## config.mk

```make
export PLATFORM = sky130hd
export DESIGN_NAME = uart_ctrl
export DESIGN_NICKNAME = d
export VERILOG_FILES = /design/src/rtl/uart_ctrl_defs.sv /design/src/rtl/uart_fifo.sv /design/src/rtl/uart_ctrl.sv
export SDC_FILE = /design/constraint.sdc
export NUM_CORES = 1
export LEC_CHECK = 0
export CORE_MARGIN = 2
export CORE_UTILIZATION = 55
export CTS_CLUSTER_DIAMETER = 40
export DETAILED_ROUTE_END_ITERATION = 10
export PLACE_DENSITY_LB_ADDON = 0.2
export SYNTH_ARGS = -nofsm -noshare
export SYNTH_HDL_FRONTEND = slang
export SYNTH_SLANG_ARGS = --single-unit
```

## constraint.sdc

```tcl
create_clock -name clk -period 7.7 [get_ports clk]
set_clock_uncertainty 0.15 [all_clocks]
set_input_delay 0.77 -clock clk [delete_from_list [all_inputs] [get_ports clk]]
set_output_delay 0.77 -clock clk [all_outputs]
set_load 0.01 [all_outputs]
```

## src/rtl/uart_ctrl_defs.sv

```systemverilog
// Shared definitions for the memory-mapped UART controller: register map,
// STATUS/CTRL bit positions, TX sequencer states and the reset divisor.
package uart_ctrl_defs;

    localparam logic [1:0] ADDR_DATA   = 2'd0;
    localparam logic [1:0] ADDR_STATUS = 2'd1;
    localparam logic [1:0] ADDR_CLKDIV = 2'd2;
    localparam logic [1:0] ADDR_CTRL   = 2'd3;

    localparam int ST_RXAVAIL = 0;
    localparam int ST_TXFULL  = 1;
    localparam int ST_TXEMPTY = 2;
    localparam int ST_RXOVR   = 3;
    localparam int ST_RXERR   = 4;
    localparam int ST_TXOVF   = 5;
    localparam int ST_TXBUSY  = 6;

    localparam int CTRL_RXIE = 0;
    localparam int CTRL_TXIE = 1;

    // 50 MHz / (9600 baud x 4 oversampling)
    localparam logic [15:0] DEFAULT_CLKDIV = 16'd1302;

    typedef enum logic [1:0] {
        TX_IDLE   = 2'b00,
        TX_LAUNCH = 2'b01,
        TX_ACK    = 2'b10,
        TX_DRAIN  = 2'b11
    } tx_state_t;

    function automatic logic [15:0] pack_status(
        input logic rxavail,
        input logic txfull,
        input logic txempty,
        input logic rxovr,
        input logic rxerr,
        input logic txovf,
        input logic txbusy
    );
        logic [15:0] v;
        v             = 16'h0000;
        v[ST_RXAVAIL] = rxavail;
        v[ST_TXFULL]  = txfull;
        v[ST_TXEMPTY] = txempty;
        v[ST_RXOVR]   = rxovr;
        v[ST_RXERR]   = rxerr;
        v[ST_TXOVF]   = txovf;
        v[ST_TXBUSY]  = txbusy;
        return v;
    endfunction

endpackage

```

## src/rtl/uart_fifo.sv

```systemverilog
// Byte-wide synchronous FIFO with fall-through head. Push and pop in the same
// cycle both take effect, even when full; an empty FIFO presents 8'h00.
module uart_fifo #(
    parameter int AW = 4
) (
    input  logic       clk,
    input  logic       rst_n,
    input  logic       push,
    input  logic       pop,
    input  logic [7:0] din,
    output logic [7:0] dout,
    output logic       full,
    output logic       empty
);

    localparam int          DEPTH_I = 2 ** AW;
    localparam logic [AW:0] DEPTH   = {1'b1, {AW{1'b0}}};

    logic [7:0]    r_mem [0:DEPTH_I-1];
    logic [AW-1:0] r_wr_ptr;
    logic [AW-1:0] r_rd_ptr;
    logic [AW:0]   r_count;
    logic          w_do_push;
    logic          w_do_pop;

    assign empty     = (r_count == {(AW+1){1'b0}});
    assign full      = (r_count == DEPTH);
    assign w_do_pop  = pop & ~empty;
    // A pop frees the slot the push lands in, so a full FIFO still accepts it
    assign w_do_push = push & (~full | w_do_pop);

    // Head presentation, forced to zero when nothing is stored
    always_comb begin
        dout = 8'h00;
        if (empty) begin
            dout = 8'h00;
        end else begin
            dout = r_mem[r_rd_ptr];
        end
    end

    // Storage array write port
    always_ff @(posedge clk) begin
        if (w_do_push) begin
            r_mem[r_wr_ptr] <= din;
        end
    end

    // Pointer and occupancy tracking
    always_ff @(posedge clk or negedge rst_n) begin
        if (!rst_n) begin
            r_wr_ptr <= {AW{1'b0}};
            r_rd_ptr <= {AW{1'b0}};
            r_count  <= {(AW+1){1'b0}};
        end else begin
            if (w_do_push) begin
                r_wr_ptr <= r_wr_ptr + {{(AW-1){1'b0}}, 1'b1};
            end
            if (w_do_pop) begin
                r_rd_ptr <= r_rd_ptr + {{(AW-1){1'b0}}, 1'b1};
            end
            case ({w_do_push, w_do_pop})
                2'b10:   r_count <= r_count + {{AW{1'b0}}, 1'b1};
                2'b01:   r_count <= r_count - {{AW{1'b0}}, 1'b1};
                default: r_count <= r_count;
            endcase
        end
    end

endmodule

```

## src/rtl/uart_ctrl.sv

```systemverilog
// CPU-facing UART controller: four 16-bit registers, TX/RX byte FIFOs, a
// transmit sequencer for the core's one-cycle start handshake, and a level irq.
module uart_ctrl
    import uart_ctrl_defs::*;
#(
    parameter logic [15:0] CLOCK_DIVIDE = DEFAULT_CLKDIV,
    parameter int          FIFO_AW      = 4
) (
    input  logic        clk,
    input  logic        rst_n,
    input  logic [1:0]  addr,
    input  logic        wr_en,
    input  logic        rd_en,
    input  logic [15:0] data_in,
    output logic [15:0] data_out,
    output logic        irq,
    output logic        uart_transmit,
    output logic [7:0]  uart_tx_byte,
    output logic [15:0] uart_clk_div,
    input  logic        uart_received,
    input  logic [7:0]  uart_rx_byte,
    input  logic        uart_recv_error,
    input  logic        uart_is_transmitting
);

    tx_state_t   r_state;
    logic        r_transmit;
    logic [7:0]  r_tx_byte;
    logic [15:0] r_data_out;
    logic [15:0] r_clkdiv;
    logic [1:0]  r_ctrl;
    logic        r_rxovr;
    logic        r_rxerr;
    logic        r_txovf;

    logic        w_tx_push;
    logic        w_tx_pop;
    logic [7:0]  w_tx_dout;
    logic        w_tx_full;
    logic        w_tx_empty;
    logic        w_rx_pop;
    logic [7:0]  w_rx_dout;
    logic        w_rx_full;
    logic        w_rx_empty;
    logic        w_sts_wr;
    logic        w_rx_drop;
    logic        w_tx_drop;
    logic        w_txbusy;
    logic [15:0] w_rd_data;

    assign w_tx_push = wr_en & (addr == ADDR_DATA);
    assign w_rx_pop  = rd_en & (addr == ADDR_DATA);
    assign w_sts_wr  = wr_en & (addr == ADDR_STATUS);
    assign w_rx_drop = uart_received & w_rx_full & ~w_rx_pop;
    assign w_tx_drop = w_tx_push & w_tx_full & ~w_tx_pop;
    assign w_txbusy  = (r_state != TX_IDLE) | uart_is_transmitting;

    uart_fifo #(.AW(FIFO_AW)) u_tx_fifo (
        .clk   (clk),
        .rst_n (rst_n),
        .push  (w_tx_push),
        .pop   (w_tx_pop),
        .din   (data_in[7:0]),
        .dout  (w_tx_dout),
        .full  (w_tx_full),
        .empty (w_tx_empty)
    );

    uart_fifo #(.AW(FIFO_AW)) u_rx_fifo (
        .clk   (clk),
        .rst_n (rst_n),
        .push  (uart_received),
        .pop   (w_rx_pop),
        .din   (uart_rx_byte),
        .dout  (w_rx_dout),
        .full  (w_rx_full),
        .empty (w_rx_empty)
    );

    // TX head is consumed only when the sequencer is idle and the core is free
    always_comb begin
        w_tx_pop = 1'b0;
        if ((r_state == TX_IDLE) && !w_tx_empty && !uart_is_transmitting) begin
            w_tx_pop = 1'b1;
        end else begin
            w_tx_pop = 1'b0;
        end
    end

    // Transmit sequencer: launch pulse, then follow the core's busy flag up and down
    always_ff @(posedge clk or negedge rst_n) begin
        if (!rst_n) begin
            r_state    <= TX_IDLE;
            r_transmit <= 1'b0;
            r_tx_byte  <= 8'h00;
        end else begin
            case (r_state)
                TX_IDLE: begin
                    if (w_tx_pop) begin
                        r_tx_byte  <= w_tx_dout;
                        r_transmit <= 1'b1;
                        r_state    <= TX_LAUNCH;
                    end else begin
                        r_transmit <= 1'b0;
                    end
                end
                TX_LAUNCH: begin
                    r_transmit <= 1'b0;
                    r_state    <= TX_ACK;
                end
                TX_ACK: begin
                    r_transmit <= 1'b0;
                    if (uart_is_transmitting) begin
                        r_state <= TX_DRAIN;
                    end
                end
                TX_DRAIN: begin
                    r_transmit <= 1'b0;
                    if (!uart_is_transmitting) begin
                        r_state <= TX_IDLE;
                    end
                end
                default: begin
                    r_transmit <= 1'b0;
                    r_state    <= TX_IDLE;
                end
            endcase
        end
    end

    // Sticky error flags; a new event in the same cycle overrides the clear
    always_ff @(posedge clk or negedge rst_n) begin
        if (!rst_n) begin
            r_rxovr <= 1'b0;
            r_rxerr <= 1'b0;
            r_txovf <= 1'b0;
        end else begin
            r_rxovr <= w_rx_drop | (r_rxovr & ~(w_sts_wr & data_in[ST_RXOVR]));
            r_rxerr <= uart_recv_error | (r_rxerr & ~(w_sts_wr & data_in[ST_RXERR]));
            r_txovf <= w_tx_drop | (r_txovf & ~(w_sts_wr & data_in[ST_TXOVF]));
        end
    end

    // Divisor and interrupt-enable registers
    always_ff @(posedge clk or negedge rst_n) begin
        if (!rst_n) begin
            r_clkdiv <= CLOCK_DIVIDE;
            r_ctrl   <= 2'b00;
        end else begin
            if (wr_en && (addr == ADDR_CLKDIV)) begin
                r_clkdiv <= data_in;
            end
            if (wr_en && (addr == ADDR_CTRL)) begin
                r_ctrl <= data_in[1:0];
            end
        end
    end

    // Read data selection from pre-edge state
    always_comb begin
        w_rd_data = 16'h0000;
        case (addr)
            ADDR_DATA:   w_rd_data = {8'h00, w_rx_dout};
            ADDR_STATUS: w_rd_data = pack_status(~w_rx_empty, w_tx_full, w_tx_empty,
                                                 r_rxovr, r_rxerr, r_txovf, w_txbusy);
            ADDR_CLKDIV: w_rd_data = r_clkdiv;
            ADDR_CTRL:   w_rd_data = {14'h0000, r_ctrl};
            default:     w_rd_data = 16'h0000;
        endcase
    end

    // Registered read port, holds between reads
    always_ff @(posedge clk or negedge rst_n) begin
        if (!rst_n) begin
            r_data_out <= 16'h0000;
        end else if (rd_en) begin
            r_data_out <= w_rd_data;
        end
    end

    assign data_out      = r_data_out;
    assign uart_transmit = r_transmit;
    assign uart_tx_byte  = r_tx_byte;
    assign uart_clk_div  = r_clkdiv;
    assign irq = (r_ctrl[CTRL_RXIE] & ~w_rx_empty)
               | (r_ctrl[CTRL_TXIE] & w_tx_empty & ~w_txbusy)
               | r_rxovr | r_rxerr;

endmodule
```

After elaboration in Yosys (flattened, before gate mapping)
Memories as Yosys holds them, arrays and structs flattened. A register that Yosys moved wholly into a read port is not among the register bits.
Index checks and enable logic that the tools add are counted.

word-level totals
  register bits = 66
  memory bits (writable) = 256
  input port bits = 33
  output and inout bits = 42
  logic and storage cells = 110
  memories kept = 2

cells by class
  add/sub/neg operators = 8
  equality and inequality tests = 15
  mux-type cells = 15
  bitwise logic cells = 39
  reductions and logical operators = 17

memory list
  name             words  bits a word  read ports  clocked after memory_dff  write ports  line             source
  u_rx_fifo.r_mem  16     8            1           0                         1            uart_fifo.sv:19  logic [7:0] r_mem [0:DEPTH_I-1];
  u_tx_fifo.r_mem  16     8            1           1                         1            uart_fifo.sv:19

operator list
  operator                                                                  number
  16-bit case mux with 4 select lines                                       1
  1-bit AND                                                                 20
  5-bit case mux with 2 select lines                                        2
  4-bit by 1-bit adder with 4-bit output (second input constant)            4
  2-bit equality test (second input constant)                               6
  5-bit by 1-bit adder with 5-bit output (second input constant)            2
  5-bit equality test (second input constant)                               2
  5-bit zero test                                                           2
  1-bit inverter                                                            10
  5-bit by 1-bit subtractor with 5-bit output (second input constant)       2
  1-bit OR                                                                  9
  2-bit by 1-bit equality test with 1-bit output (second input constant)    4
  8-bit two-way mux                                                         1
  2-bit case mux with 4 select lines                                        1
  1-bit two-way mux                                                         6
  2-bit two-way mux                                                         3
  2-bit nonzero test                                                        3
  1-bit logical AND                                                         4
  2-bit zero test                                                           2
  2-bit inequality test (second input constant)                             2
  1-bit zero test                                                           3
  3-bit AND reduction                                                       1
  3-bit OR reduction                                                        1
  2-bit by 1-bit inequality test with 1-bit output (second input constant)  1
  other kinds (2)                                                           2

Longest topological paths before layout
Gate-level depths: netlist (run 1).

  word-level depth = 10
  depth in mapped cells = 14
  gate-level depth less buffers = 13

Hierarchy
From an unflattened synthesis (run 1), not the netlist that was laid out.

unflattened totals
  cells, all modules = 776
  area total of the unflattened synthesis = 13907.1 µm²

by module, submodules not included
  module     times used  cells an instance  area each (µm²)  sequential area each (µm²)
  uart_fifo  2           302                5878.1           4169.0
  uart_ctrl  1           172                2150.8           1207.4

Worst setup path before layout (run 1)
Ideal clock, no wire load.

  kind = input -> register
  start = input addr[0]
  end = register u_rx_fifo.r_count[4]
  library setup time = 80 ps
  arrival = 2954 ps
  data required time = 7470 ps
  path slack = 4516 ps
  stages on the path = 13
  path buffers = 1
  cell sequence = buf_2 nor2_1 a21boi_1 nand2_1 inv_1 ha_1 inv_1 fa_1 nor2b_1 o21ai_0 and3_1 nor3_1 xnor2_1

between the ends
  longest elaborated chain between the ends = 7
  elaborated cells between the ends (all ways) = 9
  classes of those cells = 2 x eq/ne; 1 x mux; 4 x bitwise; 2 x reduce/logical

ends and longest elaborated chain
  element                                                                                line             source
  start, declared                                                                        uart_ctrl.sv:11  input logic [1:0] addr,
  2-bit zero test (*)                                                                    uart_ctrl.sv:52  assign w_rx_pop = rd_en & (addr == ADDR_DATA);
  1-bit AND (*)                                                                          uart_ctrl.sv:52
  1-bit AND (*)                                                                          uart_fifo.sv:28  assign w_do_pop = pop & ~empty;
  1-bit OR                                                                               uart_fifo.sv:30  assign w_do_push = push & (~full | w_do_pop);
  1-bit AND                                                                              uart_fifo.sv:30
  2-bit by 1-bit equality test with 1-bit output or 2-bit equality test (tied branches)  uart_fifo.sv:62  case ({w_do_push, w_do_pop})
  5-bit case mux with 2 select lines or 2-bit nonzero test (tied branches)               -
  end signal, assigned                                                                   uart_fifo.sv:63  2'b10: r_count <= r_count + {{AW{1'b0}}, 1'b1};
  end signal, assigned                                                                   uart_fifo.sv:64  2'b01: r_count <= r_count - {{AW{1'b0}}, 1'b1};
  end signal, assigned                                                                   uart_fifo.sv:65  default: r_count <= r_count;
  end, declared                                                                          uart_fifo.sv:22  logic [AW:0] r_count;

Mark *: on every way between the ends. The rest lies on a longest branch, timed or not.
A chain may end at the register's enable or synchronous reset.

Final worst setup path (run 1)
Ends and elaborated chain as after synthesis.

==> results.py, run 1 <==
metrics = {
    "synth": {
        "yosysUniqueCellTypes": 54,
        "synth_top_area_share_pct": 57.4,
        "yosysWarnings": 0,
        "syn-num-nets": 809,
        "yosys.area.top_type": "edfxtp_1",
        "synth-edff-count": 256,
        "ys_seq_area_share_pct": 71.2,
        "yosys-top-cells-area": "edfxtp_1 57%, dfrtp_1 13%, mux4_2 10%, ha_1 2.1%, mux2_2 1.9%",
        "synth_ff_type": "edfxtp_1",
        "synth_async_sr_flop_share_pct": 22.4,
        "avgSynthCellArea_um2": 17.8,
        "syn_inst": 753,
        "syn-cell-area_mm2": 0.0134,
        "synthTopCellsByCount": "256 x edfxtp_1, 69 x dfrtp_1, 62 x mux4_2",
        "synth_most_common_cell": "edfxtp_1",
        "ys_seq_elements": 330,
    },
    "global_route": {
        "grtUsageTotal_pct": 22.6,
        "grt_max_degree": 75,
        "grt_pass1_wl_um": 43500,
        "grt_pass1_vias": 7486,
        "overflow": 0,
        "grt_antenna_before_repair": 0,
    },
    "routing": {
        "vias": 7259,
        "routedWlPerCell_um": 23.7,
        "first_pass_iters": 5,
        "first_iter_violations": 687,
        "ant_nets": 0,
        "routed_wl_um": 28300,
        "drc": 0,
        "viasPerCell": 6.08,
    },
    "power": {
        "switching_share_pct": 29.6,
        "power_frac_seq_pct": 43.4,
        "pwr-share-comb_pct": 23.9,
        "peakVddDrop_uv": 247,
        "power_density_mw_per_mm2": 354,
        "p_leak_nw": 5.43,
        "internal-power_mw": 3.92,
        "p_switching_mw": 1.65,
        "pwr-share-clk_pct": 32.7,
    },
    "worst_setup_path": {
        "crit_path_frequent_cell": "inv_1",
        "cp_max_fo": 9,
        "crit_buf_inv": 3,
        "criticalPathCategory": "in -> reg",
        "crit_chain": "clkdlybuf4s50_1, nor2_1, a21boi_1, nand2_1, inv_1, ha_1, inv_1, fa_1, nor2b_1, o21ai_0, and3_1, nor3_1, xnor2_1",
        "crit_family": "simple AND/OR/NAND/NOR gates",
        "cp-end-kind": "flip-flop",
        "cp.required_ns": 7.99,
        "cp_slowest_cell": "clkdlybuf4s50_1",
        "crit_path_start_kind": "input port",
        "critPathArrivalTime_ns": 3.92,
        "cp_slowest_stage_delay_ns": 0.55,
    },
    "sta": {
        "final_max_slew_viol_count": 0,
        "finalHoldViolations": 0,
        "tns_ns": 0,
        "worst_slew_pin_slew_ns": 1.27,
        "rsz0062_at_grt": "no",
        "fin_crit_sh_pct": 47.2,
        "setup-violations-final": 0,
        "finalCriticalPeriod_ns": 3.63,
        "slew_headroom_pct": 14.8,
        "max_freq_mhz": 275,
    },
    "cells_and_area": {
        "antennaDiodeCount": 0,
        "layout.nets": 897,
        "final_area_mm2": 0.0157,
        "drive_gt1_share_pct": 19.9,
        "syn_to_final_growth_pct": 17.5,
    },
    "placement": {
        "place.gp.congestion": 0.808,
        "detailed_place.area_mm2": 0.0144,
        "portBuffers": 74,
        "hpwl_um": 18700,
    },
    "floorplan": {
        "die_h_um": 160,
        "core_mm2": 0.0241,
        "die_area_mm2": 0.0256,
        "rows": 57,
        "initial_utilization_pct": 55.6,
        "ios": 75,
        "die_w_um": 160,
    },
    "clocking": {
        "post_cts_buffers": 0,
        "worstSkewPairLatency_ns": 0.52,
        "cts_tree": "built",
        "path_clk_slew_ns": 0.06,
        "numCtsBuffers": 40,
        "cts_max_level": 2,
        "cts-root-buf": "clkbuf_16",
        "clockBufferDepth": 3,
        "clock-sinks": 330,
        "hold_buffers": 0,
        "cts_resized": 0,
    },
    "worst_hold_path": {
        "hold_path_class": "in -> async",
    },
    "flow_run": {
        "max-cap-violations": 0,
    },
    "outcome": {
        "status": "finished, final reports clean",
    },
}
-- worst reg2reg max path, stage by stage (launching register included) --
cell and delay (ns):
dfrtp_1 0.40, inv_1 0.11, ha_1 0.19, or2b_2 0.37
nor2_2 0.63, ha_1 0.47, xor2_1 0.12, ha_1 0.24
o211ai_1 0.24, a21oi_1 0.12, a31oi_1 0.17, nor2_1 0.07
xor2_1 0.14
-- cells by family after synthesis --
group | synth area share, %
buf+inv | 2.04
xor+xnor | 1.44
simple gates | 5.07
flops | 71.2
fa+ha+maj | 2.20
compound gates | 4.30
mux | 13.7
-- power by group through the flow --
stage	clock (mW)	combinational, mW	sequential [mW]
4_1_cts	1.85	1.34	2.42
6_report	1.82	1.33	2.42
3_5_place_dp	0	1.33	2.45
3_3_place_gp	0	1.29	2.44
5_1_grt	1.93	1.44	2.45
2_1_floorplan	0	1.05	2.29
-- layout by cell type (no fill, tap or decap), types with 13 or more instances in the layout --
| cell type | instances |
|---|---|
| nand2_1 | 36 |
| ha_1 | 22 |
| mux4_2 | 62 |
| a221oi_1 | 14 |
| nor2b_1 | 13 |
| mux2_2 | 23 |
| clkbuf_16 | 42 |
| o21ai_0 | 15 |
| nor2_1 | 38 |
| dfrtp_1 | 66 |
| edfxtp_1 | 256 |
| clkdlybuf4s50_1 | 73 |
| inv_1 | 22 |
| mux2i_1 | 18 |
| xnor2_1 | 14 |
-- per-stage QoR --
| stage | hold WS (ns) | instances | power [mW] | setup slack, ns | util (%) |
|---|---|---|---|---|---|
| global placement | 0.342 | 1123 | 3.73 | 3.72 | 59.8 |
| floorplan | 0.319 | 753 | 3.34 | 4.52 | - |
| global route | 0.327 | 1194 | 5.82 | 3.77 | 65.3 |
| finish | 0.247 | 1194 | 5.57 | 4.07 | 65.3 |
| detailed placement | 0.349 | 1123 | 3.79 | 3.57 | 59.8 |
| CTS | 0.286 | 1194 | 5.62 | 4.11 | 65.3 |
-- final cells by class --
class,instances,area (um2)
Sequential cell,330,9550
Fill cell,1674,8360
Multi-Input combinational cell,364,3580
Clock buffer,50,1100
Timing Repair Buffer,83,806
Tap cell,324,405
Clock inverter,21,219
Inverter,22,82.6
-- metal layers --
layer,part of all wire [%],up-vias,GRT usage [%]
met2,49,316,36.6
met3,7.2,39,4.26
met1,42,3762,32.3
met5,0,-,0
li1,-,3142,-
met4,1.6,0,5.90
-- state kept, by name, indices dropped and copies added (netlist names), 5 cells and up --
register	cells
u_rx_fifo.r_count	5
u_rx_fifo.r_mem	128
u_tx_fifo.r_count	5
uart_clk_div	16
u_tx_fifo.r_mem	128
uart_tx_byte	8
data_out	16
-- path summary, 6_finish.rpt --
path                                   start                    end  slack, ns  depth (start not counted)
worst max-delay path                 addr[0]   u_rx_fifo.r_count[4]       4.07                         13
worst min-delay path                   rst_n        uart_tx_byte[6]       0.25                          1
worst max register to register    r_state[1]   u_tx_fifo.r_count[4]       4.19                         12
worst min register to register  data_out[14]           data_out[14]       0.36                          1
max in group asynchronous              rst_n  u_tx_fifo.r_rd_ptr[2]       6.44                          1
min in group clk                data_out[14]           data_out[14]       0.36                          1
No activity file was read; power rests on OpenSTA's default activity.
==> run 2, diff against run 1 <==
clock period = 3.78 ns   (was 7.7 ns; I/O delays follow)
==> run 2 against run 1 <==
Against the previous run: combinational power rose by 100%; clock power rose by 110%; first-iteration DRC count rose by 4.2%; hold slack improved by 0.026 ns; critical path depth did not move; global-route usage barely moved; worst setup slack got worse by 3.3 ns; register-to-register slack got worse by 3.4 ns; cell count rose by 3.3%; critical endpoint is now u_tx_fifo.r_count[4]; highest routed layer unchanged.
==> results.py, run 2 (synthesized netlist as in run 1, its figures left out) <==
metrics = {
    "sta": {
        "tns_ns": 0,
        "worst_slew_pin_slew_ns": 1.23,
        "setup-violations-final": 0,
        "finalCriticalPeriod_ns": 3.02,
        "max_freq_mhz": 331,
        "rsz0062_at_grt": "no",
        "slew_headroom_pct": 18.0,
        "fin_crit_sh_pct": 79.9,
        "final_max_slew_viol_count": 0,
        "finalHoldViolations": 0,
    },
    "routing": {
        "routedWlPerCell_um": 22.8,
        "drc": 0,
        "routed_wl_um": 28100,
        "first_iter_violations": 716,
        "first_pass_iters": 4,
        "ant_nets": 0,
        "viasPerCell": 5.97,
        "vias": 7357,
    },
    "placement": {
        "portBuffers": 74,
        "place.gp.congestion": 0.819,
        "hpwl_um": 18400,
        "detailed_place.area_mm2": 0.0147,
    },
    "clocking": {
        "clock-sinks": 330,
        "clockBufferDepth": 3,
        "numCtsBuffers": 42,
        "path_clk_slew_ns": 0.06,
        "cts_max_level": 2,
        "cts-root-buf": "clkbuf_16",
        "worstSkewPairLatency_ns": 0.54,
        "cts_tree": "built",
    },
    "cells_and_area": {
        "layout.nets": 931,
        "reg_top3": "u_rx_fifo.r_mem (128), u_tx_fifo.r_mem (128)",
        "final_cell_mix": "256 x edfxtp_1, 73 x clkdlybuf4s50_1, 66 x dfrtp_1",
        "fin_util_pct": 66.6,
        "drive_gt1_share_pct": 23.4,
        "syn_to_final_growth_pct": 19.9,
        "layout_commonest_cell": "edfxtp_1",
        "fill_cells": 1611,
        "final_area_mm2": 0.0161,
        "antennaDiodeCount": 0,
    },
    "floorplan": {
        "rows": 57,
        "core_mm2": 0.0241,
        "die_area_mm2": 0.0256,
        "initial_utilization_pct": 55.6,
        "ios": 75,
        "die_h_um": 160,
        "die_w_um": 160,
    },
    "worst_setup_path": {
        "critPathArrivalTime_ns": 3.28,
        "cp-end-kind": "flip-flop",
        "crit_chain": "inv_1, ha_1, or2b_2, a31oi_2, inv_1, ha_1, xor2_1, ha_1, o211ai_1, a21oi_1, a31oi_1, nor2_1, xor2_1",
        "cp_max_fo": 8,
        "cp.required_ns": 4.04,
        "cp_slowest_stage_delay_ns": 0.38,
        "crit_path_start_kind": "flip-flop",
        "cp_slowest_cell": "dfrtp_1",
        "crit_path_frequent_cell": "ha_1",
        "criticalPathCategory": "reg -> reg",
    },
    "outcome": {
        "status": "finished, final reports clean",
    },
    "worst_hold_path": {
        "hold_path_class": "in -> reg",
    },
    "power": {
        "power_density_mw_per_mm2": 718,
        "p_leak_nw": 5.64,
        "peakVddDrop_uv": 410,
    },
    "global_route": {
        "use_met1_pct": 33.5,
        "grt_max_degree": 75,
        "use_met3_pct": 3.82,
        "busiest_layer": "met2",
        "grt_pass1_vias": 7700,
        "overflow": 0,
        "use_met2_pct": 35.0,
        "grt_pass1_wl_um": 44100,
        "grtUsageTotal_pct": 22.7,
        "grt_antenna_before_repair": 0,
    },
    "flow_run": {
        "max-cap-violations": 0,
    },
}
run 2: final timing paths:
kind | from | endpoint | slack [ns] | cells past startpoint
min in group asynchronous | rst_n | uart_tx_byte[6] | 0.39 | 2
max | r_state[0] | u_tx_fifo.r_count[4] | 0.76 | 13
max reg2reg | r_state[0] | u_tx_fifo.r_count[4] | 0.76 | 13
min reg2reg | data_out[8] | data_out[8] | 0.36 | 1
min | uart_recv_error | r_rxerr | 0.27 | 2
max in group asynchronous | rst_n | u_tx_fifo.r_rd_ptr[2] | 2.37 | 2
run 2: power breakdown:
part | total, mW | leakage [nW] | switching [mW] | internal [mW]
registers | 5.00 | 3.18 | 0.630 | 4.37
clock network | 3.87 | 0.678 | 1.57 | 2.29
logic | 2.68 | 1.77 | 1.24 | 1.44
total | 11.5 | 5.64 | 3.44 | 8.10
run 2: what timing repair did:
action | CTS | global route
endpoints found under the hold margin | 69 | 0
hold buffers | 1 | 0
endpoints found under the setup margin | 0 | 0
setup buffers | 0 | 0
resized for setup | 0 | 0
run 2: metrics by stage:
step / cells / total power, mW / setup slack, ns / hold slack (ns)
3_5_place_dp: 1154 / 7.75 / 0.443 / 0.347
3_3_place_gp: 1154 / 7.61 / 0.562 / 0.343
2_1_floorplan: 753 / 6.80 / 0.732 / -0.0676
5_1_grt: 1233 / 12.1 / 0.564 / 0.305
4_1_cts: 1233 / 11.7 / 0.734 / 0.263
6_report: 1233 / 11.5 / 0.760 / 0.274
run 2: layer usage:
layer / vias up / share of wire, %
met5: - / 0
met4: 0 / 2.6
met3: 62 / 6.2
met2: 285 / 47
met1: 3806 / 44
li1: 3204 / -
run 2: layout make-up:
class | instances | area (um2) | share of cell area, %
flip-flops and latches | 330 | 9550 | 59.4
multi-input cells | 364 | 3580 | 22.3
clock buffers | 48 | 1100 | 6.87
repair buffers | 115 | 1050 | 6.53
well taps | 324 | 405 | 2.52
clock inverters | 30 | 294 | 1.83
inverters | 22 | 82.6 | 0.514
run 2: critical path, delay by kind of cell (launching register included):
kind | cells | cell delay (ns)
xor+xnor | 2 | 0.32
simple gates | 2 | 0.45
compound gates | 4 | 0.66
buf+inv | 2 | 0.20
flops | 1 | 0.38
fa+ha+maj | 3 | 0.74
